<file path="src/rtl/tdm_demux.sv">
// Two-channel TDM receive demux: splits an interleaved A/B word stream using frame_sync, with a lock FSM.
// Optional build macro DEMUX_PARITY_EN adds per-word parity checking on din_par.
module tdm_demux #(
  parameter int WIDTH        = 8,
  parameter int SYNC_TIMEOUT = 16
) (
  input  logic             clk,
  input  logic             rst,
  input  logic [WIDTH-1:0] din,
  input  logic             din_valid,
  input  logic             frame_sync,
  input  logic             din_par,
  output logic [WIDTH-1:0] a_out,
  output logic             a_valid,
  output logic [WIDTH-1:0] b_out,
  output logic             b_valid,
  output logic             locked,
  output logic             frame_err,
  output logic             par_err
);

  localparam int CW = $clog2(SYNC_TIMEOUT + 1);
  localparam logic [CW-1:0] C_LAST = CW'(SYNC_TIMEOUT - 1);

  localparam logic [0:0] S_HUNT = 1'b0;
  localparam logic [0:0] S_SYNC = 1'b1;
  localparam logic [0:0] SLOT_A = 1'b0;
  localparam logic [0:0] SLOT_B = 1'b1;

  logic [0:0]       r_state;
  logic [0:0]       r_slot;
  logic [CW-1:0]    r_cnt;
  logic [WIDTH-1:0] r_a_out;
  logic [WIDTH-1:0] r_b_out;
  logic             r_a_valid;
  logic             r_b_valid;
  logic             r_frame_err;
  logic             r_par_err;

  logic [0:0]    w_state_next;
  logic [0:0]    w_slot_next;
  logic [CW-1:0] w_cnt_next;
  logic          w_route_a;
  logic          w_route_b;
  logic          w_frame_err;
  logic          w_par_err;
  logic          w_par_ok;

`ifdef DEMUX_PARITY_EN
  assign w_par_ok = (din_par == ^din);
`else
  logic w_unused_par;
  assign w_unused_par = din_par;
  assign w_par_ok     = 1'b1;
`endif

  always_comb begin
    w_state_next = r_state;
    w_slot_next  = r_slot;
    w_cnt_next   = r_cnt;
    w_route_a    = 1'b0;
    w_route_b    = 1'b0;
    w_frame_err  = 1'b0;
    w_par_err    = 1'b0;
    if (!din_valid) begin
      // The counter only runs while locked; reaching the last idle cycle drops lock.
      if (r_state == S_SYNC) begin
        if (r_cnt >= C_LAST) begin
          w_state_next = S_HUNT;
          w_slot_next  = SLOT_A;
          w_cnt_next   = '0;
        end else begin
          w_cnt_next = r_cnt + 1'b1;
        end
      end else begin
        w_cnt_next = '0;
      end
    end else begin
      w_cnt_next = '0;
      if (!w_par_ok) begin
        // Bad word is dropped, but the slot keeps pace so the next word lands correctly.
        w_par_err = 1'b1;
        if (r_state == S_SYNC)
          w_slot_next = (frame_sync || r_slot == SLOT_A) ? SLOT_B : SLOT_A;
      end else if (r_state == S_HUNT) begin
        if (frame_sync) begin
          w_route_a    = 1'b1;
          w_slot_next  = SLOT_B;
          w_state_next = S_SYNC;
        end
      end else begin
        case ({r_slot, frame_sync})
          {SLOT_A, 1'b1}: begin
            w_route_a   = 1'b1;
            w_slot_next = SLOT_B;
          end
          {SLOT_B, 1'b0}: begin
            w_route_b   = 1'b1;
            w_slot_next = SLOT_A;
          end
          {SLOT_B, 1'b1}: begin
            w_frame_err = 1'b1;
            w_route_a   = 1'b1;
            w_slot_next = SLOT_B;
          end
          default: begin
            w_frame_err  = 1'b1;
            w_state_next = S_HUNT;
            w_slot_next  = SLOT_A;
          end
        endcase
      end
    end
  end

  always_ff @(posedge clk) begin
    if (rst) begin
      r_state     <= S_HUNT;
      r_slot      <= SLOT_A;
      r_cnt       <= '0;
      r_a_out     <= '0;
      r_b_out     <= '0;
      r_a_valid   <= 1'b0;
      r_b_valid   <= 1'b0;
      r_frame_err <= 1'b0;
      r_par_err   <= 1'b0;
    end else begin
      r_state     <= w_state_next;
      r_slot      <= w_slot_next;
      r_cnt       <= w_cnt_next;
      r_a_valid   <= w_route_a;
      r_b_valid   <= w_route_b;
      r_frame_err <= w_frame_err;
      r_par_err   <= w_par_err;
      if (w_route_a) r_a_out <= din;
      if (w_route_b) r_b_out <= din;
    end
  end

  assign a_out     = r_a_out;
  assign b_out     = r_b_out;
  assign a_valid   = r_a_valid;
  assign b_valid   = r_b_valid;
  assign locked    = (r_state == S_SYNC);
  assign frame_err = r_frame_err;
  assign par_err   = r_par_err;

endmodule
</file>
<file path="config.mk">
export PLATFORM = sky130hd
export DESIGN_NAME = tdm_demux
export DESIGN_NICKNAME = d
export VERILOG_FILES = /design/src/rtl/tdm_demux.sv
export SDC_FILE = /design/constraint.sdc
export NUM_CORES = 1
export LEC_CHECK = 0
export CAP_MARGIN = 10
export CORE_MARGIN = 4
export CORE_UTILIZATION = 45
export CTS_CLUSTER_DIAMETER = 120
export DETAILED_ROUTE_END_ITERATION = 16
export PLACE_DENSITY = 0.78
export SYNTH_ARGS = -nofsm -noshare
export SYNTH_HDL_FRONTEND = slang
export SYNTH_SLANG_ARGS = --single-unit
</file>
<file path="constraint.sdc">
create_clock -name clk -period 2 [get_ports clk]
set_input_delay 0.4 -clock clk [delete_from_list [all_inputs] [get_ports clk]]
set_output_delay 0.4 -clock clk [all_outputs]
set_load 0.02 [all_outputs]
</file>
== After elaboration in Yosys (flattened, before gate mapping) ==
Index checks and enable logic that the tools add are counted.
Operators by class
  $add $sub $neg: 1
  order comparisons: 1
  equal/unequal tests: 3
  mux-type cells: 18
  bitwise gates (word level): 2
  reduce and logical (&&, ||, !) cells: 9
Operators with widths (number)
  $mux W1: 18
  $reduce_bool A2 Y1: 3
  $reduce_or A3 Y1: 2
  $add A5 B1 Y5 const B: 1
  $ge A5 B4 Y1 const B: 1
  $eq A2 B2 Y1 const B: 2
  $reduce_or A2 Y1: 2
  $reduce_or A4 Y1: 1
  $reduce_and A3 Y1: 1
  $eq A2 B1 Y1 const B: 1
  $not A1 Y1: 2
Word-level totals
  flip-flop bits (word level): 26
  input port bits: 13
  output and inout bits: 21
  logic and storage cells: 42

== Longest topological paths before layout ==
Gate-level depths: netlist (run 1).
  depth in word-level cells: 5
  gate-level depth with buffers: 6

== Worst setup path after synthesis (run 1) ==
Ideal clock, no wire load.
  path type: input -> register
  start point: input port frame_sync
  end point: register r_a_out[0], in the netlist a_out[0]
  library setup time: 129 ps
  arrival: 1258 ps
  setup slack: 613 ps
  stages: 5
  buffers on the path: 1
  path through: ha_1 > or3b_1 > buf_2 > nand3_1 > a21oi_1
On the way
  cells in the longest elaborated chain, start to end: 5
  elaborated cells on any way between the ends: 7
  those cells by class: 2 x eq/ne; 4 x mux; 1 x reduce/logical
RTL lines
  start, declared: line 11  | input logic frame_sync,
  $eq A2 B2 Y1 / $eq A2 B1 Y1 (equally long branches): line 92  | case ({r_slot, frame_sync})
  $reduce_or A2 Y1 (no source line)
  $mux W1: line 92
  $mux W1 (*): line 85  | end else if (r_state == S_HUNT) begin
  $mux W1 (*): line 65  | if (!din_valid) begin
  end signal, assigned: line 135  | if (w_route_a) r_a_out <= din;
  end, declared: line 33  | logic [WIDTH-1:0] r_a_out;
Every way passes the cells marked *; elsewhere a longest branch is shown, timed or not.
A chain may end at the register's enable or synchronous reset.

== Final worst setup path (run 1) ==
  start point: input port frame_sync
  end point: register r_a_out[2], in the netlist a_out[2]
Same word-level chain as after synthesis.

==> results of run 1 <==
[cells by family after synthesis]
kind of cell	count (synthesis)	synth area share, %
flops	26	48.0
buf+inv	9	4.04
simple gates	38	20.2
mux	8	7.38
fa+ha+maj	6	6.92
other cells	1	0.346
xor+xnor	2	1.62
compound gates	22	11.5
[layer usage]
metal | share of wire [%] | up-vias
met5 | 0 | -
met4 | 0.60 | 0
met3 | 4.4 | 2
met1 | 44 | 426
met2 | 51 | 30
li1 | - | 456
[through the flow]
stage	utilization [%]	std cells	TNS (ps)	cell area, um^2
5_1_grt	66.1	175	0	1490
2_1_floorplan	-	112	0	1080
4_1_cts	66.1	175	0	1490
3_5_place_dp	63.8	171	-277	1440
3_3_place_gp	63.8	171	-129	1440
6_report	66.1	175	0	1490
[layout make-up]
type	instances	area [um^2]
fillers	193	763
well taps	28	35.0
clock inverters	1	30.0
inverters	4	15.0
repair buffers	36	348
multi-input cells	77	520
clock buffers	3	22.5
flip-flops and latches	26	520
[worst max-delay path, stage by stage]
cell and delay, ps:
clkdlybuf4s50_1 500, ha_1 250, buf_4 140, nor3b_4 390, o21ai_0 150, a21oi_1 160
[registers in the layout, summed over array words and instances, names as in the netlist]
name and cells:
r_slot 1, r_cnt 5, b_out 8, locked 1, a_out 8, b_valid 1
frame_err 1, a_valid 1
[path summary, 6_finish.rpt]
path	from	end	slack [ps]	cells past startpoint
max	frame_sync	a_out[2]	260	6
min	r_cnt[0]	r_cnt[0]	480	1
max reg2reg	r_cnt[0]	r_cnt[4]	420	6
min reg2reg	r_cnt[0]	r_cnt[0]	480	1
[report_power, final]
group          switching, uW  internal, uW
combinational           76.6          71.0
sequential              8.27           534
clock                    162           203
total                    247           807
[synth_stat cells (2+ instances only)]
cell type	n
a21oi_1	9
and3_1	2
buf_2	2
buf_4	2
dfxtp_1	26
ha_1	6
inv_1	4
mux2i_1	8
nand2_1	3
nand3_1	9
nor2_1	14
o21ai_0	8
==> out/qor.yml, run 1 <==
place:
  port_buffers: 31
  dp_hpwl_mm: 1.70
  place_ws_ps: -61.7
  place_congestion: 0.752
synth:
  synth_cells: 112
  synth.ff_latch_count: 26
  synth_area_leaders: "dfxtp_1, mux2i_1, ha_1"
  synth_edf_count: 0
  synth_area_leader_cell: "dfxtp_1"
  synth_flop_cell: "dfxtp_1"
  netlist_area_um2: 1080
  async_reset_ff_share_pct: 0
  synth.distinct_cells: 31
  syn_area_per_cell_um2: 9.69
  synth_warnings: 0
  synth_nets: 131
  seq_area_frac_synth_pct: 48.0
  synth_top_area_share_pct: 48.0
worst_setup_path:
  crit_required_ps: 2260
  cp-start-kind: "input pin"
  cp_max_fo: 9
  crit_type: "input pin to flip-flop"
  arrival_ps: 2010
  crit_path_end_kind: "flip-flop"
route:
  wirelength_mm: 2.33
  routedWlPerCell_um: 13.3
  drc: 0
  viasPerCell: 5.22
  ant_nets: 0
  vias: 914
  drt_iter0_drc: 19
  first_pass_iters: 4
finish:
  final_cell_mix: "clkdlybuf4s50_1, dfxtp_1, nor2_1"
  antenna_cells: 0
  drive_gt1_share_pct: 10.2
  syn_to_final_growth_pct: 37.5
  layout_commonest_cell: "clkdlybuf4s50_1"
  nNetsFinal: 167
clock_network:
  ctsHoldBuffers: 0
  tritoncts: "yes"
  cts_setup_buffers: 0
  cts_root_buf: "clkbuf_4"
  cts_buffers: 3
  cts_buffer_depth: 2
  cts_sinks: 26
  clk_pin_slew_ps: 130
  cts_resized: 0
  h-tree-depth: 1
  clkLatencyLatePin_ps: 330
floorplan:
  rows: 17
  die_h_um: 57.1
  core_area_um2: 2250
  ios: 34
  start_util_pct: 48.1
  dieArea_um2: 3260
  die_w_um: 57.1
global_routing:
  met1_usage_pct: 18.7
  met3_usage_pct: 2.04
  grt_antenna_before_repair: 0
  overflow: 0
  grtUsageMet2_pct: 26.6
  grt_busiest_layer: "met2"
  track_usage_pct: 15.2
  grt_pass1_vias: 894
  grt_max_degree: 18
  grt_pass1_wl_mm: 3.95
power:
  finalPower_uw: 1050
  ir_drop_v: 0.000530
  cellPowerDensity_nw_per_um2: 707
  p_leak_uw: 0.000613
timing:
  setup_viol: 0
  whs_ps: 480
  setup_slack_ps: 256
  min_period_ps: 1740
  hold_viol_final: 0
  fmax_mhz: 573
  rsz0062_at_grt: "false"
  finClkSkew_ps: 12.6
  fin_crit_sh_pct: 87.2
  slew_violations: 0
min_path:
  hp-class: "flip-flop to flip-flop"
status:
  status: "complete, no violations"
run:
  cap_violations: 0
No activity file was read; power rests on OpenSTA's default activity.
==> run 2: changes to the inputs <==
--- a/config.mk
+++ b/config.mk
@@ -5,12 +5,12 @@
 export SDC_FILE = /design/constraint.sdc
 export NUM_CORES = 1
 export LEC_CHECK = 0
-export CAP_MARGIN = 10
 export CORE_MARGIN = 4
 export CORE_UTILIZATION = 45
 export CTS_CLUSTER_DIAMETER = 120
 export DETAILED_ROUTE_END_ITERATION = 16
 export PLACE_DENSITY = 0.78
+export REMOVE_ABC_BUFFERS = 1
 export SYNTH_ARGS = -nofsm -noshare
 export SYNTH_HDL_FRONTEND = slang
 export SYNTH_SLANG_ARGS = --single-unit
==> out/qor.yml, run 2 (synthesis gave the netlist of run 1 again) <==
status:
  status: "complete, no violations"
timing:
  setup_slack_ps: 312  # +56.1 ps
  slew_violations: 0  # unchanged
  fmax_mhz: 593  # +3.3%
  setup_tns_ps: 0  # unchanged
  fin_crit_sh_pct: 84.4  # -2.8 points
  hold_viol_final: 0  # unchanged
  setup_viol: 0  # unchanged
  finClkSkew_ps: 2.17  # -10.4 ps
  min_period_ps: 1690  # -56.1 ps
  rsz0062_at_grt: "false"
finish:
  nNetsFinal: 165  # -1.2%
  post-route-util_pct: 64.8  # -1.4 points
  drive_gt1_share_pct: 8.97  # -1.2 points
  final_cell_mix: "clkdlybuf4s50_1, dfxtp_1, nor2_1"
  syn_to_final_growth_pct: 34.6
  antenna_cells: 0  # unchanged
  layout_commonest_cell: "clkdlybuf4s50_1"
route:
  first_pass_iters: 4  # unchanged
  vias: 875  # -4.3%
  wirelength_mm: 2.30  # -1.2%
  viasPerCell: 5.06  # -3.2%
  drt_iter0_drc: 7  # -12
  routedWlPerCell_um: 13.3  # -0.10%
  drc: 0  # unchanged
  ant_nets: 0  # unchanged
worst_setup_path:
  cp_max_fo: 8  # -1
  crit_required_ps: 2210  # -50 ps
  arrival_ps: 1900  # -110 ps
  crit_type: "input pin to flip-flop"
  cp-start-kind: "input pin"
  crit_path_end_kind: "flip-flop"
power:
  p_leak_uw: 0.000596  # -2.8%
  ir_drop_v: 0.000398  # -25%
  cellPowerDensity_nw_per_um2: 643  # -9.0%
clock_network:
  cts_resized: 0  # unchanged
  h-tree-depth: 1  # unchanged
  tritoncts: "yes"
  cts_setup_buffers: 0  # unchanged
  cts_buffer_depth: 2  # unchanged
  clk_pin_slew_ps: 130  # about the same
  cts_buffers: 3  # unchanged
  cts_root_buf: "clkbuf_4"
  ctsHoldBuffers: 0  # unchanged
  cts_sinks: 26  # unchanged
  clkLatencyLatePin_ps: 310  # -20 ps
floorplan:
  dieArea_um2: 3260  # unchanged
  start_util_pct: 48.1  # unchanged
  core_area_um2: 2250  # unchanged
  ios: 34  # unchanged
  die_w_um: 57.1  # unchanged
  die_h_um: 57.1  # unchanged
  rows: 17  # unchanged
min_path:
  hp-class: "flip-flop to flip-flop"
global_routing:
  grt_pass1_vias: 871  # -2.6%
  grt_max_degree: 17  # -1
  track_usage_pct: 14.2  # -0.95 points
  grt_antenna_before_repair: 0  # unchanged
  overflow: 0  # unchanged
  grt_pass1_wl_mm: 3.71  # -5.9%
place:
  port_buffers: 31  # unchanged
  place_congestion: 0.683  # -9.2%
  dp_hpwl_mm: 1.85  # +9.2%
  place_ws_ps: -18.9  # +42.9 ps
run:
  cap_violations: 0  # unchanged
run 2: cell count changes in the layout (fill, tap and decap cells not counted):
cell and change:
bufinv_16 -1, buf_4 -2, clkbuf_8 +1
run 2: worst max-delay path, cell delays in order:
cell	delay, ps
clkdlybuf4s50_1	490
ha_1	280
or3b_1	510
nand3_1	140
a21oi_1	70
run 2: power by group:
part | switching, uW | internal (uW) | total [uW]
Combinational | 75.6 | 68.9 | 145
Sequential | 8.52 | 533 | 542
Clock | 142 | 111 | 253
run 2: final cells by class:
class | instances | area [um^2]
fillers | 207 | 795
clock buffers | 4 | 36.3
inverters | 4 | 15.0
repair buffers | 34 | 333
flip-flops and latches | 26 | 520
multi-input cells | 77 | 520
well taps | 28 | 35.0
run 2: through the flow:
step	instances	total power [uW]	hold slack (ps)	instance area (um^2)
5_1_grt	173	986	508	1460
4_1_cts	173	952	483	1460
2_1_floorplan	107	620	430	1060
3_5_place_dp	169	699	451	1420
3_3_place_gp	169	693	443	1420
6_report	173	939	476	1460
run 2: final timing paths:
| path | startpoint | end | slack, ps | cells past startpoint |
|---|---|---|---|---|
| worst min register to register | r_cnt[0] | r_cnt[0] | 480 | 1 |
| worst min-delay path | r_cnt[0] | r_cnt[0] | 480 | 1 |
| worst max register to register | r_cnt[0] | r_cnt[2] | 420 | 6 |
| worst max-delay path | frame_sync | a_out[2] | 310 | 5 |
run 2: per-layer routing:
layer / share of wire [%] / GRT usage (%) / vias up
met2: 52 / 27.2 / 18
met3: 2.9 / 2.04 / 2
met1: 44 / 16.1 / 406
li1: - / - / 449
met5: 0 / 0 / -
met4: 1.2 / 3.97 / 0
==> run 3: changes to the inputs <==
==> constraint.sdc (replaced) <==
create_clock -name clk -period 1.6 [get_ports clk]
set_input_delay 0.32 -clock clk [delete_from_list [all_inputs] [get_ports clk]]
set_output_delay 0.32 -clock clk [all_outputs]
set_load 0.02 [all_outputs]
==> out/qor.yml, run 3 (synthesis gave the netlist of run 1 again) <==
worst_setup_path:
  worst-r2r-setup-slack_ps: 100  # -320 ps
  crit_type: "input pin to flip-flop"
  slowest_stage: "clkdlybuf4s50_1"
  crit_required_ps: 1820  # -390 ps
  cpPeakStageDelay_ps: 490  # -20 ps
  crit_path_end_kind: "flip-flop"
  crit_chain: "clkdlybuf4s50_1 > ha_1 > or3b_4 > nand3_1 > a21oi_1"
  cp-start-kind: "input pin"
  cp_max_fo: 8  # unchanged
  arrival_ps: 1730  # -170 ps
place:
  port_buffers: 31  # unchanged
  dp_hpwl_mm: 1.78  # -3.8%
  place_congestion: 0.715  # +4.7%
  place_area_um2: 1460  # +2.6%
clock_network:
  cts_root_buf: "clkbuf_4"
  ctsHoldBuffers: 0  # unchanged
  cts_buffers: 3  # unchanged
  tritoncts: "yes"
  cts_sinks: 26  # unchanged
  clk_pin_slew_ps: 130  # about the same
  clkLatencyLatePin_ps: 320  # about the same
  cts_buffer_depth: 2  # unchanged
  h-tree-depth: 1  # unchanged
global_routing:
  grt_max_degree: 17  # unchanged
  grt_antenna_before_repair: 0  # unchanged
  grt_pass1_vias: 927  # +6.4%
  track_usage_pct: 16.2  # +2.0 points
  grt_pass1_wl_mm: 4.04  # +8.7%
  overflow: 0  # unchanged
route:
  ant_nets: 0  # unchanged
  viasPerCell: 5.07  # +0.29%
  routedWlPerCell_um: 12.9  # -2.8%
  wirelength_mm: 2.32  # +0.56%
  vias: 908  # +3.8%
  drc: 0  # unchanged
  drt_iter0_drc: 6  # -1
  first_pass_iters: 4  # unchanged
status:
  status: "complete, no violations"
timing:
  slew_violations: 0  # unchanged
  setup_viol: 0  # unchanged
  fin_crit_sh_pct: 94.1
  setup_tns_ps: 0  # unchanged
  hold_viol_final: 0  # unchanged
  whs_ps: 452  # -24.7 ps
  fmax_mhz: 664
  min_period_ps: 1510
  finClkSkew_ps: 1.63  # -0.542 ps
finish:
  post-route-util_pct: 66.8  # +2.1 points
  fillCellCount: 195  # -5.8%
  layout_commonest_cell: "dfxtp_1"
  syn_to_final_growth_pct: 38.9
  stdcell_area_um2: 1510  # +3.2%
  nNetsFinal: 171  # +3.6%
  multi_input_area_um2: 534  # +2.6%
  final_cell_mix: "dfxtp_1, dlygate4sd2_1, nor2_1"
  seq_area_um2: 522  # +0.24%
  drive_gt1_share_pct: 15.2  # +6.3 points
  antenna_cells: 0  # unchanged
floorplan:
  start_util_pct: 48.1  # unchanged
  core_area_um2: 2250  # unchanged
  ios: 34  # unchanged
  die_w_um: 57.1  # unchanged
  rows: 17  # unchanged
  die_h_um: 57.1  # unchanged
  dieArea_um2: 3260  # unchanged
power:
  cellPowerDensity_nw_per_um2: 784  # +22%
  ir_drop_v: 0.000740  # +86%
  finalPower_uw: 1180  # +26%
  p_leak_uw: 0.000757  # +27%
run:
  cap_violations: 0  # unchanged
min_path:
  hp-class: "flip-flop to flip-flop"
[run 3: changes by cell type in the layout (fill, tap and decap cells not counted), sizes merged]
cell / delta
dlymetal6s2s: +3
dlygate4sd2: +17
clkdlybuf4s50: -20
buf: +6
[run 3: layout make-up]
cell class / instances / area share (%)
multi-input combinational: 77 / 35.5
tap: 28 / 2.33
timing repair buffer: 40 / 24.2
inverter: 4 / 0.997
sequential: 26 / 34.6
clock buffer: 4 / 2.41
[run 3: layer usage]
metal	GRT usage, %	vias up	share of wire, %
li1	-	465	-
met1	18.8	409	42
met2	25.4	25	49
met3	3.17	9	3.9
met4	13.6	0	4.5
met5	0	-	0
[run 3: path summary, 6_finish.rpt]
| kind | cells past startpoint | start | to |
|---|---|---|---|
| hold / removal | 1 | r_cnt[0] | r_cnt[0] |
| setup reg to reg | 6 | r_cnt[0] | r_cnt[4] |
| hold reg to reg | 1 | r_cnt[0] | r_cnt[0] |
| setup / recovery | 5 | frame_sync | a_out[3] |
[run 3: repair_timing]
item | in CTS | in global routing
resized for setup | 17 | 8
endpoints found under the setup margin | 17 | 14
setup buffers | 0 | 1
pin swaps | 0 | 3
[run 3: per-stage QoR]
step                      setup WS [ps]  cells
after detailed placement           -332    174
after global routing              -20.2    179
after global placement             -305    174
after floorplan                     202    107
final                              94.3    179
after CTS                          20.3    178
[run 3: worst max-delay path: cells and delay by family]
family                     cells  cell delay, ps
AOI/OAI and AO/OA              1              70
adders and majority gates      1             280
and+or+nand+nor                2             560
buffers and inverters          1             490
[run 3: report_power, final]
| group | switching [uW] | leakage (uW) | total, uW | internal, uW |
|---|---|---|---|---|
| Sequential | 9.88 | 0.000211 | 677 | 667 |
| Combinational | 96.8 | 0.000524 | 184 | 87.0 |
| Clock | 181 | 0.0000210 | 321 | 139 |
